### config.mk
export PLATFORM = sky130hd
export DESIGN_NAME = ref_clk_train_ctrl
export DESIGN_NICKNAME = d
export VERILOG_FILES = /design/src/rtl/ref_clk_train_pkg.sv /design/src/rtl/ref_clk_train_window.sv /design/src/rtl/ref_clk_train_ctrl.sv
export SDC_FILE = /design/constraint.sdc
export NUM_CORES = 1
export LEC_CHECK = 0
export CORE_ASPECT_RATIO = 0.7
export CORE_MARGIN = 2
export CORE_UTILIZATION = 50
export DETAILED_ROUTE_END_ITERATION = 10
export PLACE_DENSITY = 0.7
export SLEW_MARGIN = 30
export SYNTH_ARGS = -nofsm -noshare
export SYNTH_HDL_FRONTEND = slang
export SYNTH_SLANG_ARGS = --single-unit
### constraint.sdc
create_clock -name fab_clk -period 10.27 [get_ports fab_clk]
set_input_delay 1.5405 -clock fab_clk [delete_from_list [all_inputs] [get_ports fab_clk]]
set_output_delay 1.5405 -clock fab_clk [all_outputs]
set_load 0.01 [all_outputs]
### src/rtl/ref_clk_train_pkg.sv
// Shared FSM encoding and default parameter values for the reference-clock
// lane training controller.
package ref_clk_train_pkg;

  typedef enum logic [3:0] {
    IDLE,
    LOAD,
    CLEAR,
    SETTLE,
    SAMPLE,
    STEP,
    CENTER,
    NEXT,
    FINISH
  } train_state_e;

  localparam int         DEF_NUM_LANES     = 1;
  localparam int         DEF_TAP_W         = 7;
  localparam int         DEF_SETTLE_CYCLES = 4;
  localparam int         DEF_MIN_WIN       = 3;
  localparam logic [7:0] DEF_PATTERN       = 8'h55;

endpackage

### src/rtl/ref_clk_train_window.sv
// Tracks the clean-eye window of the lane being scanned and derives the
// centre tap; outputs already include the sample being taken this cycle.
module ref_clk_train_window
  import ref_clk_train_pkg::*;
#(
  parameter int TAP_W   = DEF_TAP_W,
  parameter int MIN_WIN = DEF_MIN_WIN
) (
  input  logic             clk,
  input  logic             arst_n,
  input  logic             restart,
  input  logic             sample,
  input  logic             clean,
  input  logic [TAP_W-1:0] tap,
  output logic             closed,
  output logic             win_ok,
  output logic [TAP_W-1:0] centre
);

  localparam logic [TAP_W:0] ONE_W   = (TAP_W+1)'(1);
  localparam logic [TAP_W:0] MIN_W_V = (TAP_W+1)'(MIN_WIN);

  logic             has_start_q, has_start_n, closed_q;
  logic [TAP_W-1:0] start_q, start_n, end_q, end_n;
  logic [TAP_W:0]   span;

  always_comb begin
    has_start_n = has_start_q;
    start_n     = start_q;
    end_n       = end_q;
    closed      = closed_q;
    if (sample && !closed_q) begin
      if (clean) begin
        has_start_n = 1'b1;
        end_n       = tap;
        if (!has_start_q) start_n = tap;
      end else if (has_start_q) begin
        closed = 1'b1;
      end
    end
  end

  // One extra bit so end-start+1 can never wrap at the top tap.
  assign span   = {1'b0, end_n} - {1'b0, start_n};
  assign win_ok = has_start_n && ((span + ONE_W) >= MIN_W_V);
  assign centre = start_n + span[TAP_W:1];

  always_ff @(posedge clk or negedge arst_n) begin
    if (!arst_n) begin
      has_start_q <= 1'b0;
      closed_q    <= 1'b0;
      start_q     <= '0;
      end_q       <= '0;
    end else if (restart) begin
      has_start_q <= 1'b0;
      closed_q    <= 1'b0;
      start_q     <= '0;
      end_q       <= '0;
    end else begin
      has_start_q <= has_start_n;
      closed_q    <= closed;
      start_q     <= start_n;
      end_q       <= end_n;
    end
  end

endmodule

### src/rtl/ref_clk_train_ctrl.sv
// Sequential per-lane delay-line training: scan taps upward for a clean eye
// window, then walk back down to its centre and report the result per lane.
module ref_clk_train_ctrl
  import ref_clk_train_pkg::*;
#(
  parameter int         NUM_LANES     = DEF_NUM_LANES,
  parameter int         TAP_W         = DEF_TAP_W,
  parameter int         SETTLE_CYCLES = DEF_SETTLE_CYCLES,
  parameter int         MIN_WIN       = DEF_MIN_WIN,
  parameter logic [7:0] PATTERN       = DEF_PATTERN
) (
  input  logic                       fab_clk,
  input  logic                       arst_n,
  input  logic                       start,
  input  logic [8*NUM_LANES-1:0]     rx_data,
  input  logic [NUM_LANES-1:0]       eye_monitor_early,
  input  logic [NUM_LANES-1:0]       eye_monitor_late,
  input  logic [NUM_LANES-1:0]       delay_line_out_of_range,
  output logic [NUM_LANES-1:0]       delay_line_load,
  output logic [NUM_LANES-1:0]       delay_line_move,
  output logic [NUM_LANES-1:0]       delay_line_direction,
  output logic [NUM_LANES-1:0]       eye_monitor_clear_flags,
  output logic                       busy,
  output logic                       done,
  output logic [NUM_LANES-1:0]       lane_err,
  output logic [TAP_W*NUM_LANES-1:0] tap_value
);

  localparam int                LANE_W      = (NUM_LANES > 1) ? $clog2(NUM_LANES) : 1;
  localparam logic [TAP_W-1:0]  TAP_MAX     = '1;
  localparam logic [LANE_W-1:0] LAST_LANE   = LANE_W'(NUM_LANES - 1);
  localparam logic [3:0]        SETTLE_LAST = 4'(SETTLE_CYCLES - 1);

  train_state_e         state, state_n;
  logic [LANE_W-1:0]    lane;
  logic [TAP_W-1:0]     tap, centre_q, win_centre;
  logic [3:0]           settle_cnt;
  logic                 phase;
  logic [7:0]           lane_rx;
  logic                 lane_clean, scan_end, win_closed, win_ok;
  logic [NUM_LANES-1:0] lane_sel;

  assign lane_sel = NUM_LANES'(1) << lane;
  assign lane_rx  = rx_data[8*lane +: 8];

  // A sample taken at the delay-line limit never counts as clean.
  assign lane_clean = !eye_monitor_early[lane] && !eye_monitor_late[lane] &&
                      !delay_line_out_of_range[lane] &&
                      ((lane_rx == PATTERN) || (lane_rx == ~PATTERN));
  assign scan_end   = win_closed || (tap == TAP_MAX) || delay_line_out_of_range[lane];

  ref_clk_train_window #(
    .TAP_W   (TAP_W),
    .MIN_WIN (MIN_WIN)
  ) u_window (
    .clk     (fab_clk),
    .arst_n  (arst_n),
    .restart (state == LOAD),
    .sample  (state == SAMPLE),
    .clean   (lane_clean),
    .tap     (tap),
    .closed  (win_closed),
    .win_ok  (win_ok),
    .centre  (win_centre)
  );

  always_ff @(posedge fab_clk or negedge arst_n) begin
    if (!arst_n) state <= IDLE;
    else         state <= state_n;
  end

  always_comb begin
    state_n                 = state;
    delay_line_load         = '0;
    delay_line_move         = '0;
    delay_line_direction    = '0;
    eye_monitor_clear_flags = '0;
    case (state)
      IDLE:   if (start) state_n = LOAD;
      LOAD: begin
        delay_line_load = lane_sel;
        state_n         = CLEAR;
      end
      CLEAR: begin
        eye_monitor_clear_flags = lane_sel;
        state_n                 = SETTLE;
      end
      SETTLE: if (settle_cnt == SETTLE_LAST) state_n = SAMPLE;
      SAMPLE: begin
        if (!scan_end)   state_n = STEP;
        else if (win_ok) state_n = CENTER;
        else             state_n = NEXT;
      end
      STEP: begin
        delay_line_move      = lane_sel;
        delay_line_direction = lane_sel;
        state_n              = CLEAR;
      end
      CENTER: begin
        if (tap == centre_q) state_n = NEXT;
        else if (!phase)     delay_line_move = lane_sel;
      end
      NEXT:    state_n = (lane == LAST_LANE) ? FINISH : LOAD;
      FINISH:  state_n = IDLE;
      default: state_n = IDLE;
    endcase
  end

  // Move pulses in CENTER alternate with idle cycles, tracked by phase.
  always_ff @(posedge fab_clk or negedge arst_n) begin
    if (!arst_n) begin
      busy       <= 1'b0;
      done       <= 1'b0;
      lane_err   <= '0;
      tap_value  <= '0;
      lane       <= '0;
      tap        <= '0;
      centre_q   <= '0;
      settle_cnt <= '0;
      phase      <= 1'b0;
    end else begin
      case (state)
        IDLE: if (start) begin
          busy     <= 1'b1;
          done     <= 1'b0;
          lane_err <= '0;
          lane     <= '0;
        end
        LOAD:   tap <= '0;
        CLEAR:  settle_cnt <= '0;
        SETTLE: settle_cnt <= settle_cnt + 4'd1;
        SAMPLE: if (scan_end) begin
          if (win_ok) begin
            centre_q <= win_centre;
            phase    <= 1'b0;
          end else begin
            lane_err[lane]                    <= 1'b1;
            tap_value[TAP_W*lane +: TAP_W] <= '0;
          end
        end
        STEP: tap <= tap + 1'b1;
        CENTER: begin
          if (tap == centre_q) begin
            tap_value[TAP_W*lane +: TAP_W] <= centre_q;
          end else begin
            phase <= ~phase;
            if (!phase) tap <= tap - 1'b1;
          end
        end
        NEXT: if (lane != LAST_LANE) lane <= lane + 1'b1;
        FINISH: begin
          busy <= 1'b0;
          done <= 1'b1;
        end
        default: ;
      endcase
    end
  end

endmodule

# Word level (Yosys, flattened, before mapping)
# Index checks and enable logic that the tools add are counted.
[word_totals]
ff_bits = 50
in_bits = 14
output_inout_bits = 14
[classes]
n_mul = 1
n_mux = 54
reduce_logical = 29
magnitude_cmp = 3
add_sub_neg = 8
n_shift = 5
bitwise = 2
n_eq_ne = 21
[ops]
columns = ["cell", "count"]
rows = [
  ["7-bit two-way mux", 12],
  ["4-bit negator with 34-bit output", 1],
  ["7-bit by 34-bit variable shift with 7-bit output, first input constant", 1],
  ["7-bit by 34-bit variable part select with 7-bit output", 1],
  ["7-bit by 34-bit variable part select with 7-bit output, first input constant", 1],
  ["4-bit case mux with 7 select lines", 1],
  ["1-bit two-way mux", 25],
  ["7-bit case mux with 3 select lines", 1],
  ["4-bit by 3-bit == test with 1-bit output, second input constant", 4],
  ["4-bit two-way mux", 4],
  ["2-bit inequality test, second input constant", 8],
  ["7-bit bitwise mux", 2],
  ["7-bit case mux with 2 select lines", 1],
  ["4-bit by 2-bit == test with 1-bit output, second input constant", 3],
  ["1-bit case mux with 2 select lines", 6],
  ["4-bit AND reduction", 3],
  ["2-bit nonzero test", 5],
  ["3-bit AND reduction", 3],
  ["8-bit by 1-bit adder with 8-bit output, second input constant", 1],
  ["8-bit by 7-bit == test with 1-bit output, second input constant", 1],
  ["8-bit == test, second input constant", 1],
  ["8-bit by 2-bit greater-or-equal comparator with 1-bit output, second input constant", 1],
  ["4-bit case mux with 2 select lines", 1],
  ["8-bit by 5-bit variable part select with 8-bit output", 1],
  ["24 further kinds", 35],
]

# Depth between registers and ports, before layout
[logic_depth]
word_depth = 15
ltp_mapped = 18
mapped_depth_nobuf = 17

# By module
# From an unflattened synthesis, not the netlist that was laid out.
[unflattened]
hier_cells = 344
area_unflattened_um2 = 3300.7
[by_module_without_submodules]
columns = ["mod", "n_inst", "area_per_inst_um2", "cells_per_inst"]
rows = [
  ["ref_clk_train_ctrl", 1, 1901.8, 184],
  ["ref_clk_train_window", 1, 1398.8, 160],
]

# Worst setup path before layout
# No wires, ideal clock.
[synth_path]
kind = "input -> register"
startpoint = "input port rx_data[0]"
endpoint = "register centre_q[6]"
setup_ns = 0.080
t_arrival_ns = 5.570
path_buffers = 1
path_stages = 18
slack_ns = 4.620
path_cell_list = "nor4bb_1 nand2_1 a2111oi_4 buf_6 nor2_1 a21oi_1 xnor2_1 ha_1 inv_1 and2_1 xnor3_1 xnor2_1 ha_1 a21o_1 or3_1 o311a_1 a2111o_1 o211ai_2"
[synth_between]
elab_chain_len = 11
elab_cells_between_ends = 21
classes_between = "add/sub: 3; order compare: 1; eq/ne: 2; shift: 1; mux: 8; reduce/logical: 6"
[synth_rtl]
columns = ["element", "line_no", "text"]
rows = [
  ["start: declaration", "ref_clk_train_ctrl.sv:15", "input logic [8*NUM_LANES-1:0] rx_data,"],
  ["8-bit by 5-bit variable part select with 8-bit output *", "ref_clk_train_ctrl.sv:44", "assign lane_rx = rx_data[8*lane +: 8];"],
  ["8-bit by 7-bit == test with 1-bit output / 8-bit == test (equally long branches)", "ref_clk_train_ctrl.sv:49", "((lane_rx == PATTERN) || (lane_rx == ~PATTERN));"],
  ["1-bit logical OR *", "ref_clk_train_ctrl.sv:49", ""],
  ["1-bit logical AND *", "ref_clk_train_ctrl.sv:48", "!delay_line_out_of_range[lane] &&"],
  ["7-bit two-way mux", "ref_clk_train_window.sv:33", "if (clean) begin"],
  ["7-bit two-way mux", "ref_clk_train_window.sv:32", "if (sample && !closed_q) begin"],
  ["7-bit by 7-bit subtractor with 8-bit output", "ref_clk_train_window.sv:44", "assign span = {1'b0, end_n} - {1'b0, start_n};"],
  ["8-bit by 1-bit adder with 8-bit output", "ref_clk_train_window.sv:45", "assign win_ok = has_start_n && ((span + ONE_W) >= MIN_W_V);"],
  ["8-bit by 2-bit greater-or-equal comparator with 1-bit output", "ref_clk_train_window.sv:45", ""],
  ["1-bit logical AND", "ref_clk_train_window.sv:45", ""],
  ["3-bit AND reduction (no line)", "-", ""],
  ["end signal: assignment", "ref_clk_train_ctrl.sv:134", "centre_q <= win_centre;"],
  ["end: declaration", "ref_clk_train_ctrl.sv:36", "logic [TAP_W-1:0] tap, centre_q, win_centre;"],
]
# Every way passes the cells marked *; elsewhere a longest branch is shown, timed or not.
# A chain may end at the register's enable or synchronous reset.

# Worst setup path after layout
[layout_path]
startpoint = "input port rx_data[7]"
endpoint = "register centre_q[6]"
# The elaborated chain is that of the path after synthesis.

==> run summary <==
leakage power = 1.81 nW
WP buf/inv = 2
Crit Path Class = input pin to flip-flop
Setup crit end kind = flip-flop
Setup TNS = 0 ns
CP max stage delay = 0.89 ns
Die X = 106 um
Power Dens Cells = 170 nW/um^2
R2R setup slack = 4.84 ns
Seq cells post-synth = 49
layout cells sized above 1 = 8.74%
Hold WC Path Type = flip-flop to flip-flop
row count = 26
largest net degree at the start of global routing = 50
Post-Synth Adder-Cell Area = 5.33%
first-pass GRT wire length = 14500 um
Slowest-stage cell, CP = a2111oi_4
post-synth top area share = 33.5%
complex-gate fraction of the synthesized area = 24.4%
via total after detailed routing = 3121
Post-CTS Resized = 0
fin nets = 440
unrepaired setup endpoints after global routing = false
overall die area = 8030 um^2
critical path peak fanout = 11
maximum VDD drop = 0.000124 V
aggregate global routing overflow = 0
r2r startpoint = state[3]$_DFFE_PN0P_
Final HPWL DP = 6640 um
largest family of logic cells by synthesized area = compound AO/OA/AOI/OAI gates
setup ws final = 3.67 ns
Place WS = 3.40 ns
Overall Power = 0.698 mW
Max Root-Sink Buffers = 2
clock skew = 0.00708 ns
Post-Syn Area = 3660 um^2
DRT Pass-1 Iters = 4
multiplexer share of the synthesized area = 7.76%
Routability Congestion = 0.876
Rel. slew slack = 41.4%
Yosys top cell by area = dfrtp_1
Final Core Density = 57.2%
Post-Syn Nets = 421
asr flop ratio synth = 100%
dominant cells by area after synthesis = dfrtp_1 34%, ha_1 4.8%, nor2_1 3.4%
clock-pin slew on the worst setup and hold paths = 0.10 ns
Multi-input gate area = 2290 um^2
Arr. time, crit path = 6.84 ns
Buffers on Ports = 27
Filler cells = 636
Ports = 28
DRT iter0 DRCs = 309
FF/Latch Area = 1230 um^2
Setup Buffers After CTS = 0
post-synthesis sequential area ratio = 33.5%
Synth Area in Simple Gates = 19.3%
Cells after Synth = 392
hold path depth = 1
number of hold violations in the final report = 0
R2R cell count = 16
starting density of the core = 50.9%
Post-Synth XOR/XNOR Area = 5.88%
crit share post-route = 64.3%
Min-Delay Endpoint = lane_err$_DFFE_PN0P_
CTS Buf Count = 5
Setup violations, final = 0
Antenna Nets Post-Route = 0
antenna violations before repair = 0
Fmax = 0.151 GHz
Unique masters post-synth = 73
startpoint class of the critical path = input pin
family with the most delay on the worst path = compound AO/OA/AOI/OAI gates
status = completed
syn_area_per_cell = 9.34 um^2
CTS sink cnt = 49
Slew Viols, Final = 0
most common cell after layout, fill and taps aside = dfrtp_1
WL/cell = 17.7 um
core area = 7190 um^2
ys flop type = dfrtp_1
EDFF count, synth = 0
die height = 75.6 um
Fin Hold WS = 0.505 ns
Reg-to-Reg End = centre_q[6]$_DFFE_PN0P_
DR vias/cell = 6.12
Tot GR Track Use = 23.1%
H-Tree Depth = 2
min-delay src = lane_err$_DFFE_PN0P_
root buffer cell = clkbuf_8
Final Critical Period = 6.60 ns
Layout area overhead = 12.3%
Residual DRC = 0
Ys Warns = 0
drt total wl = 9010 um
critical path cell sequence = clkdlybuf4s50_1, nor4bb_1, nand2_1, a2111oi_4, nor2_1, a21oi_1, xnor2_1, ha_1, inv_1, and2_1, xnor3_1, xnor2_1, ha_1, a21o_1, or3_1, o311a_1, a2111o_1, o211ai_2
Antenna diodes = 0
CTS Hold Buffers Added = 0
CTS tree = yes
vias in the first global route = 2793
most frequent cells in the layout = 49 x dfrtp_1, 33 x nor2_1, 32 x nand2_1
clock latency at the later pin of the worst-skew pair = 0.31 ns
WP data required = 10.51 ns
worst-margin pin slew = 0.879 ns
max_cap viols = 0
## worst max-delay path by stage
| stage | start | endpoint | slack (ns) | cells past startpoint |
|---|---|---|---|---|
| after floorplan | rx_data[0] | centre_q[6]$_DFFE_PN0P_ | 4.62 | 18 |
| after global placement | rx_data[7] | centre_q[6]$_DFFE_PN0P_ | 3.66 | 18 |
| after detailed placement | rx_data[7] | centre_q[6]$_DFFE_PN0P_ | 3.40 | 18 |
| after CTS | rx_data[7] | centre_q[6]$_DFFE_PN0P_ | 3.71 | 18 |
| after global routing | rx_data[7] | centre_q[6]$_DFFE_PN0P_ | 3.28 | 18 |
| final | rx_data[7] | centre_q[6]$_DFFE_PN0P_ | 3.67 | 18 |
## state kept, by name (all words and copies together), names as in the netlist
signal,count
tap,7
settle_cnt,4
state,4
phase,1
u_window.start_q,7
u_window.end_q,7
busy,1
tap_value,7
u_window.has_start_q,1
u_window.closed_q,1
done,1
centre_q,7
lane_err,1
## synth_stat cells, drive strengths merged (11+ instances only)
library cell and instances:
nor3 15, dfrtp 49, a21o 13, nor2 33, xnor2 14, mux2 13, ha 14, nand2 32
a22o 12, mux2i 13, o21ai 18, a21oi 16, inv 11
## through the flow
stage	cells	area (um^2)
floorplan	392	3660
global route	510	4110
CTS	510	4110
global placement	502	3970
finish	510	4110
detailed placement	502	3970
## per-layer routing
layer  wire length, um  share of wire (%)  GRT usage, %
met5                 0                  0             0
met4                29               0.32          3.80
met3               694                7.7          4.70
met2              3710                 41          32.8
met1              4580                 51          36.6
## where the power goes
group          switching (mW)  internal [mW]  total [mW]
Clock                  0.0713         0.0981       0.169
Combinational           0.128          0.111       0.239
Sequential             0.0662          0.223       0.289
## logic make-up after synthesis
family | Yosys count
multiplexers | 26
adder cells (fa/ha/maj) | 15
AND/OR/NAND/NOR | 133
AO/OA/AOI/OAI | 117
flip-flops | 49
XOR/XNOR | 23
buffers and inverters | 29
## layout make-up
| class | instances | area share [%] |
|---|---|---|
| multi-input combinational | 314 | 55.8 |
| tap | 98 | 2.98 |
| sequential | 49 | 29.8 |
| clock inverter | 3 | 1.67 |
| timing repair buffer | 30 | 7.00 |
| inverter | 11 | 1.00 |
| clock buffer | 5 | 1.67 |
No activity file was read; power rests on OpenSTA's default activity.
